[src/rtl/cu_seq_pkg.sv]
// cu_seq_pkg: shared state encoding and register-index types for the decode sequencer.
package cu_seq_pkg;
  typedef enum logic [2:0] {S_IDLE, S_DECODE, S_WAIT, S_HAZARD, S_ISSUE} seq_state_e;
  typedef logic [4:0] reg_idx_t;
  localparam reg_idx_t REG_X0 = 5'd0;
endpackage

[src/rtl/cu_scoreboard.sv]
// cu_scoreboard: pending-writer mask with set/clear ports (set wins) and a combinational hazard query.
module cu_scoreboard
  import cu_seq_pkg::*;
(
  input  logic        clk,
  input  logic        rst_n,
  input  logic        set_en,
  input  reg_idx_t    set_idx,
  input  logic        clr_en,
  input  reg_idx_t    clr_idx,
  input  reg_idx_t    q_rs1,
  input  reg_idx_t    q_rs2,
  input  reg_idx_t    q_rd,
  output logic        hazard,
  output logic [31:0] mask
);
  logic [31:0] mask_q, mask_d;
  always_comb begin
    mask_d = mask_q;
    mask_d = clr_en ? mask_d & ~(32'd1 << clr_idx) : mask_d;
    mask_d = set_en ? mask_d | (32'd1 << set_idx) : mask_d;
    mask_d[0] = 1'b0;
  end
  always_ff @(posedge clk or negedge rst_n)
    if (!rst_n) mask_q <= '0;
    else mask_q <= mask_d;
  assign hazard = (q_rs1 != REG_X0 && mask_q[q_rs1]) |
                  (q_rs2 != REG_X0 && mask_q[q_rs2]) |
                  (q_rd  != REG_X0 && mask_q[q_rd]);
  assign mask = mask_q;
endmodule

[src/rtl/cu_decode_sequencer.sv]
// cu_decode_sequencer: one-at-a-time fetch -> decode -> hazard -> issue sequencer for the CU.
// Optional decode watchdog compiled in with CU_SEQ_WATCHDOG_EN.
module cu_decode_sequencer
  import cu_seq_pkg::*;
#(
  parameter int unsigned DECODE_TIMEOUT = 8
) (
  input  logic        soc_clk,
  input  logic        CU_reset_n,
  input  logic        fetch_valid,
  input  logic [31:0] fetch_instr,
  output logic        fetch_ready,
  output logic        decode_start,
  output logic [31:0] dec_instr,
  input  logic        IDU_ready,
  input  logic [4:0]  dec_rd,
  input  logic [4:0]  dec_rs1,
  input  logic [4:0]  dec_rs2,
  input  logic        dec_uses_rs1,
  input  logic        dec_uses_rs2,
  input  logic        dec_writes_rd,
  input  logic        invalid_instruction,
  output logic        issue_valid,
  input  logic        issue_ready,
  output logic [4:0]  issue_rd,
  input  logic        wb_valid,
  input  logic [4:0]  wb_rd,
  input  logic        flush,
  output logic        ID_stall,
  output logic        seq_error,
  output logic [31:0] pending_mask
);
  seq_state_e  state_q, state_d;
  logic [31:0] instr_q, instr_d;
  reg_idx_t    rd_q, rd_d, rs1_q, rs1_d, rs2_q, rs2_d;
  logic        err_q, err_d;
  logic        hazard, timeout;
`ifdef CU_SEQ_WATCHDOG_EN
  localparam int CW = $clog2(DECODE_TIMEOUT + 1);
  logic [CW-1:0] wd_q, wd_d;
  // Counter is zero in every non-WAIT state, so it restarts on each WAIT entry.
  always_comb wd_d = (state_q == S_WAIT) ? wd_q + CW'(1) : '0;
  always_ff @(posedge soc_clk or negedge CU_reset_n)
    if (!CU_reset_n) wd_q <= '0;
    else wd_q <= wd_d;
  assign timeout = state_q == S_WAIT && !IDU_ready && wd_q == CW'(DECODE_TIMEOUT - 1);
`else
  assign timeout = 1'b0;
`endif
  always_comb begin
    state_d = state_q;
    instr_d = instr_q;
    rd_d    = rd_q;
    rs1_d   = rs1_q;
    rs2_d   = rs2_q;
    err_d   = 1'b0;
    case (state_q)
      S_IDLE: begin
        state_d = fetch_valid ? S_DECODE : S_IDLE;
        instr_d = fetch_valid ? fetch_instr : instr_q;
      end
      S_DECODE: state_d = S_WAIT;
      S_WAIT: begin
        err_d = (IDU_ready & invalid_instruction) | timeout;
        // Unused operands are stored as x0 so the hazard query needs no usage flags.
        if (IDU_ready && !invalid_instruction) begin
          rd_d    = dec_writes_rd ? dec_rd : REG_X0;
          rs1_d   = dec_uses_rs1 ? dec_rs1 : REG_X0;
          rs2_d   = dec_uses_rs2 ? dec_rs2 : REG_X0;
          state_d = S_HAZARD;
        end else if (err_d) state_d = S_IDLE;
      end
      S_HAZARD: state_d = hazard ? S_HAZARD : S_ISSUE;
      S_ISSUE:  state_d = issue_ready ? S_IDLE : S_ISSUE;
      default:  state_d = S_IDLE;
    endcase
    if (flush) begin
      state_d = S_IDLE;
      rd_d    = REG_X0;
      rs1_d   = REG_X0;
      rs2_d   = REG_X0;
      err_d   = 1'b0;
    end
  end
  always_ff @(posedge soc_clk or negedge CU_reset_n)
    if (!CU_reset_n) begin
      state_q <= S_IDLE;
      instr_q <= '0;
      rd_q    <= REG_X0;
      rs1_q   <= REG_X0;
      rs2_q   <= REG_X0;
      err_q   <= 1'b0;
    end else begin
      state_q <= state_d;
      instr_q <= instr_d;
      rd_q    <= rd_d;
      rs1_q   <= rs1_d;
      rs2_q   <= rs2_d;
      err_q   <= err_d;
    end
  cu_scoreboard u_sb (
    .clk    (soc_clk),
    .rst_n  (CU_reset_n),
    .set_en (state_q == S_ISSUE && issue_ready && !flush && rd_q != REG_X0),
    .set_idx(rd_q),
    .clr_en (wb_valid && wb_rd != REG_X0),
    .clr_idx(wb_rd),
    .q_rs1  (rs1_q),
    .q_rs2  (rs2_q),
    .q_rd   (rd_q),
    .hazard (hazard),
    .mask   (pending_mask)
  );
  assign fetch_ready  = state_q == S_IDLE;
  assign decode_start = state_q == S_DECODE;
  assign issue_valid  = state_q == S_ISSUE;
  assign ID_stall     = state_q == S_HAZARD && hazard;
  assign seq_error    = err_q;
  assign dec_instr    = instr_q;
  assign issue_rd     = rd_q;
endmodule

[config.mk]
export PLATFORM = sky130hd
export DESIGN_NAME = cu_decode_sequencer
export DESIGN_NICKNAME = d
export VERILOG_FILES = /design/src/rtl/cu_seq_pkg.sv /design/src/rtl/cu_scoreboard.sv /design/src/rtl/cu_decode_sequencer.sv
export SDC_FILE = /design/constraint.sdc
export NUM_CORES = 1
export LEC_CHECK = 0
export ABC_AREA = 0
export CORE_MARGIN = 2
export CORE_UTILIZATION = 54
export DETAILED_ROUTE_END_ITERATION = 8
export DONT_BUFFER_PORTS = 1
export GPL_ROUTABILITY_DRIVEN = 0
export PLACE_DENSITY = 0.72
export SLEW_MARGIN = 20
export SYNTH_ARGS = -nofsm -noshare
export SYNTH_HDL_FRONTEND = slang
export SYNTH_SLANG_ARGS = --single-unit
[constraint.sdc]
create_clock -name soc_clk -period 2.1 [get_ports soc_clk]
set_input_delay 0.21 -clock soc_clk [delete_from_list [all_inputs] [get_ports soc_clk]]
set_output_delay 0.21 -clock soc_clk [all_outputs]
set_load 0.01 [all_outputs]
==> impl.org, run 1 <==
** GRT
- Entering global routing, the biggest net connects 83 pins.
- The total overflow left after global routing is 0.
- The first global-routing pass estimated 20,070 um of wire.
- Via count of the first global-routing pass :: 3,694
- The initial antenna violation count came to 0.
- Overall track demand over capacity in global routing :: 30.90%

** Floorplan
- The floorplan step defined a die boundary enclosing 8429 um^2.
- After floorplanning, the core was sized to cover 7607 um^2.
- From left edge to right edge, the die measures 91.81 um.
- The initialized floorplan defines 32 standard-cell rows.
- Number of placed I/O pins :: 137
- From bottom edge to top edge, the die measures 91.81 um.
- Once the floorplan was initialized, standard cells occupied 54.74% of the core.

** Placement
- During placement, the flow inserted port buffers numbering 0.
- Dpl cells :: 502
- Once detailed placement completed, the half-perimeter wirelength came to 8605 um.

** STA
- For the pin with the worst max-slew slack, the measured transition is 654.0 ps.
- Across the routed clock network, the largest skew measured is 11.19 ps.
- Final Hold Violating Endpoints :: 82
- Worst slew margin :: 56.35%
- RSZ-0062 raised after global routing :: yes
- Final Hold Slack :: -471.9 ps
- Number of setup violations in the final report :: 4
- The worst path in the final design needs a cycle of 2513 ps, including I/O delays and setup.
- The max-slew violation count was 0.
- In the post-route analysis, the smallest setup slack over all paths is -413.4 ps.
- F_max :: 397.9 MHz
- The final critical path takes up 119.7% of the cycle.

** Critical path
- Of all nets on the critical path, the largest fanout is 6.
- Largest stage delay, worst path :: 510 ps
- Cell with the largest stage delay on the worst path :: or4_1
- Startpoint Class :: flip-flop
- Required arrival time at the worst endpoint :: 1890 ps
- Cell Chain, Critical Path :: mux4_1, nor3b_2, or4_1, o211ai_2, nor4_4, nor3_2, buf_4
- Nature of the critical path endpoint :: primary output
- By startpoint and endpoint, the worst setup path is classified as flip-flop to primary output.
- STA puts the critical path data arrival time at 2300 ps.

** Power
- Total design power :: 0.003146 W
- Across the VDD grid, the largest voltage drop is 0.5489 mV.
- For this design the static power due to leakage is 2.240 nW.
- Power density over cell area :: 587.9 nW/um^2

** Finish
- Ratio of cells with drive above 1 in the final layout :: 27.10%
- Number of antenna diodes :: 0
- Layout overhead on the synthesized area :: 28.52%
- The multi-input combinational cells in the finished layout cover a total of 2048 um^2.
- In the final layout, flip-flops and latches occupy 2057 um^2.
- Filler-free cell count of the finished design :: 567
- Number of nets in the finished design :: 523
- The library cell used most frequently in the layout, excluding fill and tap cells, is dfrtp_1.
- After filler insertion, the fill cell instance count of the layout stands at 546.
- The top cell types in the final layout, fill and taps aside, are dfrtp_1, o21ai_0, dlygate4sd3_1.

** Drt
- For this block, the routed nets add up to 12,650 um of wire.
- After detailed routing, the average wire length per cell comes to 22.31 um.
- 1st-iter DRT viols :: 326
- Drt pass-1 iters :: 6
- The final route contains 3,622 vias.
- In this run the remaining antenna-violating nets after routing total 0.
- For this run, design rule violations remaining after detail routing come to 0.
- Detailed-route vias per instance :: 6.388

** Yosys
- The most used flip-flop cell after synthesis is dfrtp_1.
- Synthesis produced a netlist whose cell count is 367.
- In this run, distinct cell masters in the synthesized netlist total 43.
- Sequential share of the synthesized area :: 49.28%
- For this run, asynchronously set or reset flops after synthesis account for 100.0%.
- Top post-synthesis cells by area :: dfrtp_1, mux2_2, o21ai_0, mux2i_1, mux4_2
- Yosys top cell by area :: dfrtp_1
- Yosys warns :: 0
- The synthesized design devotes to its leading area cell type 49.28% of total area.
- Syn avg cell area :: 11.35 um^2
- Netlist area before placement :: 4164 um^2
- Number of storage elements in the synthesis netlist :: 82
- Number of flops mapped to enable cells by yosys :: 0
- Total nets after synthesis :: 430

** CTS
- Clock-pin slew on the worst setup and hold paths :: 110 ps
- Clock tree sinks :: 82
- At the later pin of the worst-skew pair, clock insertion delay measures 370 ps.
- The tree is rooted in a clkbuf_8.
- CTS tree :: done
- Post-CTS timing repair inserted 0 buffers for setup.
- Number of levels in the clock H-tree :: 3
- Maximum root-to-sink buffer count :: 2
- Clock buffers created by TritonCTS :: 9

** Outcome
- The checks that failed: negative hold slack, negative setup slack.
- Outcome :: complete, but fails checks

** Worst hold path
- The min-delay analysis places its worst path in the category input pin to async pin.

** Flow run
- Max-cap violation count :: 0
registers in the layout (all words and copies together) (netlist names):
signal and cells:
dec_instr 32, u_sb.mask 31, issue_rd 5, rs1_q 5, rs2_q 5, state_q 3, seq_error 1
worst max-delay path: cells and delay by family, from the launching register on:
family / cells / cell delay [ps]
simple gates: 4 / 750
flops: 1 / 470
mux: 1 / 370
compound gates: 1 / 210
buf+inv: 1 / 150
Yosys cell counts (all sizes together) (5+ instances only):
cell type,n
nand2,18
nand3,14
mux4,11
a21oi,7
mux2i,21
nor2b,12
dfrtp,82
clkbuf,11
o21ai,63
mux2,36
a22o,16
and2,5
buf,7
nor2,13
nand2b,13
worst paths after layout:
| check | cells past startpoint | from | to | slack (ps) |
|---|---|---|---|---|
| worst min register to register | 1 | dec_instr[20]$_DFFE_PN0P_ | dec_instr[20]$_DFFE_PN0P_ | 590 |
| worst max-delay path | 7 | rs2_q[0]$_DFFE_PN0P_ | ID_stall | -410 |
| max in group asynchronous | 0 | CU_reset_n | u_sb.mask[26]$_DFF_PN0_ | 2430 |
| min in group soc_clk | 2 | issue_ready | state_q[2]$_DFFE_PN0P_ | 30 |
| worst max register to register | 7 | rs2_q[0]$_DFFE_PN0P_ | state_q[1]$_DFFE_PN0P_ | -130 |
| worst min-delay path | 0 | CU_reset_n | dec_instr[11]$_DFFE_PN0P_ | -470 |
per-layer routing:
layer	wire length (um)	track usage (%)	up-vias	share of wire [%]
met2	6228	50.61	238	49
met4	441	11.32	0	3.5
met5	0	0	-	0
met3	1213	7.724	38	9.6
met1	4765	40.12	1796	38
li1	-	-	1550	-
final cells by class:
cell class	instances	share of cell area, %
multi-input cells	264	38.27
repair buffers	100	16.86
clock buffers	9	2.315
clock inverters	7	1.520
flip-flops and latches	82	38.44
well taps	102	2.385
inverters	3	0.2104
cells by family (layout without fill, tap and decap cells):
family	after synthesis	after routing	synth area share [%]
simple gates	95	95	12.65
compound gates	100	100	14.78
other cells	1	1	0.09006
mux	68	68	20.91
flops	82	82	49.28
buf+inv	21	119	2.284
report_power, final:
part	internal [W]	switching (W)
Combinational	0.000151	0.0000862
Clock	0.000474	0.000677
Sequential	0.00166	0.0000989
Total	0.00228	0.000862
repair_timing:
item                                    4_1_cts  5_1_grt
pin swaps                                     3        2
hold buffers                                 47        2
resized for setup                             5        6
endpoints found under the setup margin        4       14
endpoints found under the hold margin       130       84
per-stage QoR:
step	hold slack, ps	util, %	worst slack (ps)	area, um^2	TNS [ps]
after floorplan	-85.59	-	33.26	4169	0
after global placement	-83.70	60.67	-58.82	4616	-105.0
after detailed placement	-84.04	60.67	-101.6	4616	-196.1
after CTS	-485.6	69.74	-414.9	5305	-526.1
after global routing	-495.1	70.35	-481.6	5351	-1184
final	-471.9	70.35	-413.4	5351	-572.1
(Power assumes the default switching activity.)
==> run 2, diff against run 1 <==
CORE_MARGIN = default   (was 2)
CORE_UTILIZATION = 57   (was 54)
PLACE_DENSITY = 0.75   (was 0.72)
==> impl.org, run 2 (synthesis results as in run 1) <==
** STA
- The hold slack was -462.4 ps (+9.498 ps).
- The maximum clock skew at final layout came to 7.420 ps (-3.765 ps).
- Final Critical Period :: 2553 ps (+39.83 ps)
- Transition time at the pin with the least slew margin :: 713.4 ps (+59.36 ps)
- The final worst slack came to -453.2 ps (-39.83 ps).
- Max Slew Vio Count :: 0 (unchanged)
- Fraction of the cycle the final worst path needs :: 121.6% (+1.9 points)
- The number of hold violations in the final report is 82 (unchanged).
- F_max :: 391.7 MHz (-1.6%)
- Number of setup violations in the final report :: 2 (-2)
- The worst max-slew margin expressed relative to the limit is 52.39% (-4.0 points).
- RSZ-0062 raised after global routing :: yes

** Critical path
- The largest fanout of any net on the critical path is 6 (unchanged).
- The worst register-to-register path begins at rs2_q[0]$_DFFE_PN0P_.
- Arrival time of data at the critical path endpoint :: 2340 ps (+40 ps)
- Cell Chain, Critical Path :: mux4_2, nor3b_2, or4_4, o211ai_4, nor4_4, nor3_2, buf_4
- Critical path class :: flip-flop to primary output
- The number of cells on the worst reg-to-reg path is 7 (unchanged).
- End of the worst register-to-register path :: state_q[1]$_DFFE_PN0P_
- The worst setup path is captured at a primary output.
- Startpoint Class :: flip-flop
- Reg-to-reg setup timing slack :: -70 ps (+60 ps)
- Largest stage delay, worst path :: 510 ps (about the same)
- Cell with the largest stage delay on the worst path :: or4_4
- Required arrival time at the worst endpoint :: 1890 ps (about the same)
- Critical path endpoint :: ID_stall
- Critical Path Source :: rs2_q[0]$_DFFE_PN0P_

** Finish
- Commonest non-fill, non-tap cell in the layout :: dfrtp_1
- The number of fillers in the final layout came to 460 (-16%).
- Number of antenna diodes :: 0 (unchanged)
- Compared with the post-synthesis result, the final layout area differs by 26.53%.
- The fraction of final layout cells sized beyond drive strength 1 is 29.45% (+2.4 points).
- Number of nets in the finished design :: 513 (-1.9%)
- Leading cell types in the layout, fill and taps excluded :: dfrtp_1, o21ai_0, buf_4
- The flip-flop count of the largest register, all copies and words added is 32 (unchanged).

** GRT
- Congestion Overflow GR :: 0 (unchanged)
- First-pass GRT wire length :: 18,400 um (-8.4%)
- Antenna violations before repair :: 0 (unchanged)
- Via count of the first global-routing pass :: 3,538 (-4.2%)
- Maximum number of pins on one net before global-route repair :: 83 (unchanged)
- The combined global-route utilization of all metal layers came to 32.72% (+1.8 points).

** Power
- The largest voltage drop on the vdd net came to 0.7442 mV (+36%).
- Internal power of the cells :: 0.002396 W (+4.9%)
- Total design power :: 0.003182 W (+1.1%)
- Part of the total power dissipated in the clock network :: 37.9% (+1.3 points)
- The cell leakage power was 2.184 nW (-2.5%).
- Power share of the combinational group :: 6.9% (-0.7 points)
- The switching share of power is 24.70% (-2.7 points).
- The part of the power in registers is 55.1% (-0.8 points).
- The cell area power density is 603.9 nW/um^2 (+2.7%).
- Switching power :: 0.0007857 W (-8.8%)

** CTS
- Number of levels in the clock H-tree :: 3 (unchanged)
- The buffer levels on the longest clock path came to 2 (unchanged).
- The clock insertion delay at the later pin of the skew report is 360 ps (about the same).
- Clock buffers created by TritonCTS :: 9 (unchanged)
- Buffer type at the clock tree root :: clkbuf_8
- The clock slew seen by the registers of the worst setup and hold paths was 90 ps (-20 ps).
- TritonCTS built the clock tree.
- The clock sink count was 82 (unchanged).

** Floorplan
- Area of the core :: 6907 um^2 (-9.2%)
- Starting density of the core :: 60.29% (+5.6 points)
- The die height came to 87.47 um (-4.7%).
- The number of placement rows was 30 (-6.3%).
- Die Width :: 87.47 um (-4.7%)
- The total I/O pin count was 137 (unchanged).
- Die Area :: 7651 um^2 (-9.2%)

** Drt
- Antenna-violating nets left :: 0 (unchanged)
- The remaining routing DRC violations came to 0 (unchanged).
- 1st-iter DRT viols :: 323 (-0.92%)
- The number of vias per cell after detailed routing is 6.492 (+1.6%).
- The detailed-routing iteration count for the pre-antenna-repair pass was 5 (-1).
- Via count :: 3,577 (-1.2%)
- The final routed wire length divided by cell count is 21.96 um (-1.6%).
- WL final :: 12,100 um (-4.3%)

** Placement
- The pre-CTS setup slack came to -83.62 ps (+17.95 ps).
- The detailed placer's ending HPWL was 8347 um (-3.0%).
- Buffers added on ports :: 0 (unchanged)

** Worst hold path
- The tightest min-delay check is of the input pin to async pin type.

** Outcome
- Outcome :: complete, but fails checks
- Violated checks :: negative hold slack, negative setup slack

** Flow run
- The number of violations of the max-capacitance limit came to 0 (unchanged).
-- run 2: cell count changes in the layout (fill, tap and decap cells not counted), sizes merged --
cell,delta
clkinv,-3
bufinv,+1
clkinvlp,+1
clkbuf,+1
buf,-2
dlygate4sd3,-8
-- run 2: worst max-delay path: cells and delay by family (launching register included) --
kind / cells / cell delay [ps]
simple gates: 4 / 810
buf+inv: 1 / 160
mux: 1 / 350
compound gates: 1 / 190
flops: 1 / 470
-- run 2: layout make-up --
cell class | instances | area, um^2 | area share [%]
Sequential cell | 82 | 2061 | 39.11
Timing Repair Buffer | 90 | 790.8 | 15.01
Multi-Input combinational cell | 264 | 2077 | 39.42
Tap cell | 96 | 120.1 | 2.280
Clock buffer | 10 | 137.6 | 2.612
Clock inverter | 6 | 71.32 | 1.354
Inverter | 3 | 11.26 | 0.2137
-- run 2: metal layers --
layer / GRT usage [%] / vias up / part of all wire, %
met5: 0 / - / 0
li1: - / 1529 / -
met1: 41.48 / 1754 / 39
met2: 52.13 / 245 / 48
met4: 15.35 / 0 / 3.7
met3: 9.289 / 49 / 9.4
-- run 2: worst min-delay path by stage --
stage / to / cells after the start / from / slack, ps
after global placement: seq_error$_DFF_PN0_ / 0 / CU_reset_n / -80
after detailed placement: state_q[0]$_DFFE_PN0P_ / 0 / CU_reset_n / -80
after floorplan: dec_instr[0]$_DFFE_PN0P_ / 0 / CU_reset_n / -90
after CTS: dec_instr[20]$_DFFE_PN0P_ / 0 / CU_reset_n / -470
after global routing: u_sb.mask[5]$_DFF_PN0_ / 0 / CU_reset_n / -480
final: rs1_q[0]$_DFFE_PN0P_ / 0 / CU_reset_n / -460
-- run 2: through the flow --
stage	util [%]	instances	TNS [ps]	hold slack, ps	instance area [um^2]
after floorplan	-	367	0	-85.59	4169
after global placement	66.32	494	-109.7	-83.81	4581
after detailed placement	66.32	494	-233.1	-83.61	4581
after CTS	75.31	548	-541.5	-471.3	5201
after global routing	76.29	551	-781.1	-477.1	5269
final	76.29	551	-528.1	-462.4	5269
-- run 2: timing repair --
item,in CTS,in global routing
hold buffers,38,3
pin swaps,5,5
buffers inserted,1,0
endpoints found under the hold margin,122,85
resized for setup,9,13
endpoints found under the setup margin,3,19
-- run 2: power groups by stage --
stage	clock network, W	registers (W)	logic, W
after global placement	0	0.00178	0.000145
final	0.00121	0.00175	0.000221
after global routing	0.00128	0.00176	0.000238
after CTS	0.00121	0.00175	0.000212
after floorplan	0	0.00177	0.000128
after detailed placement	0	0.00178	0.000154
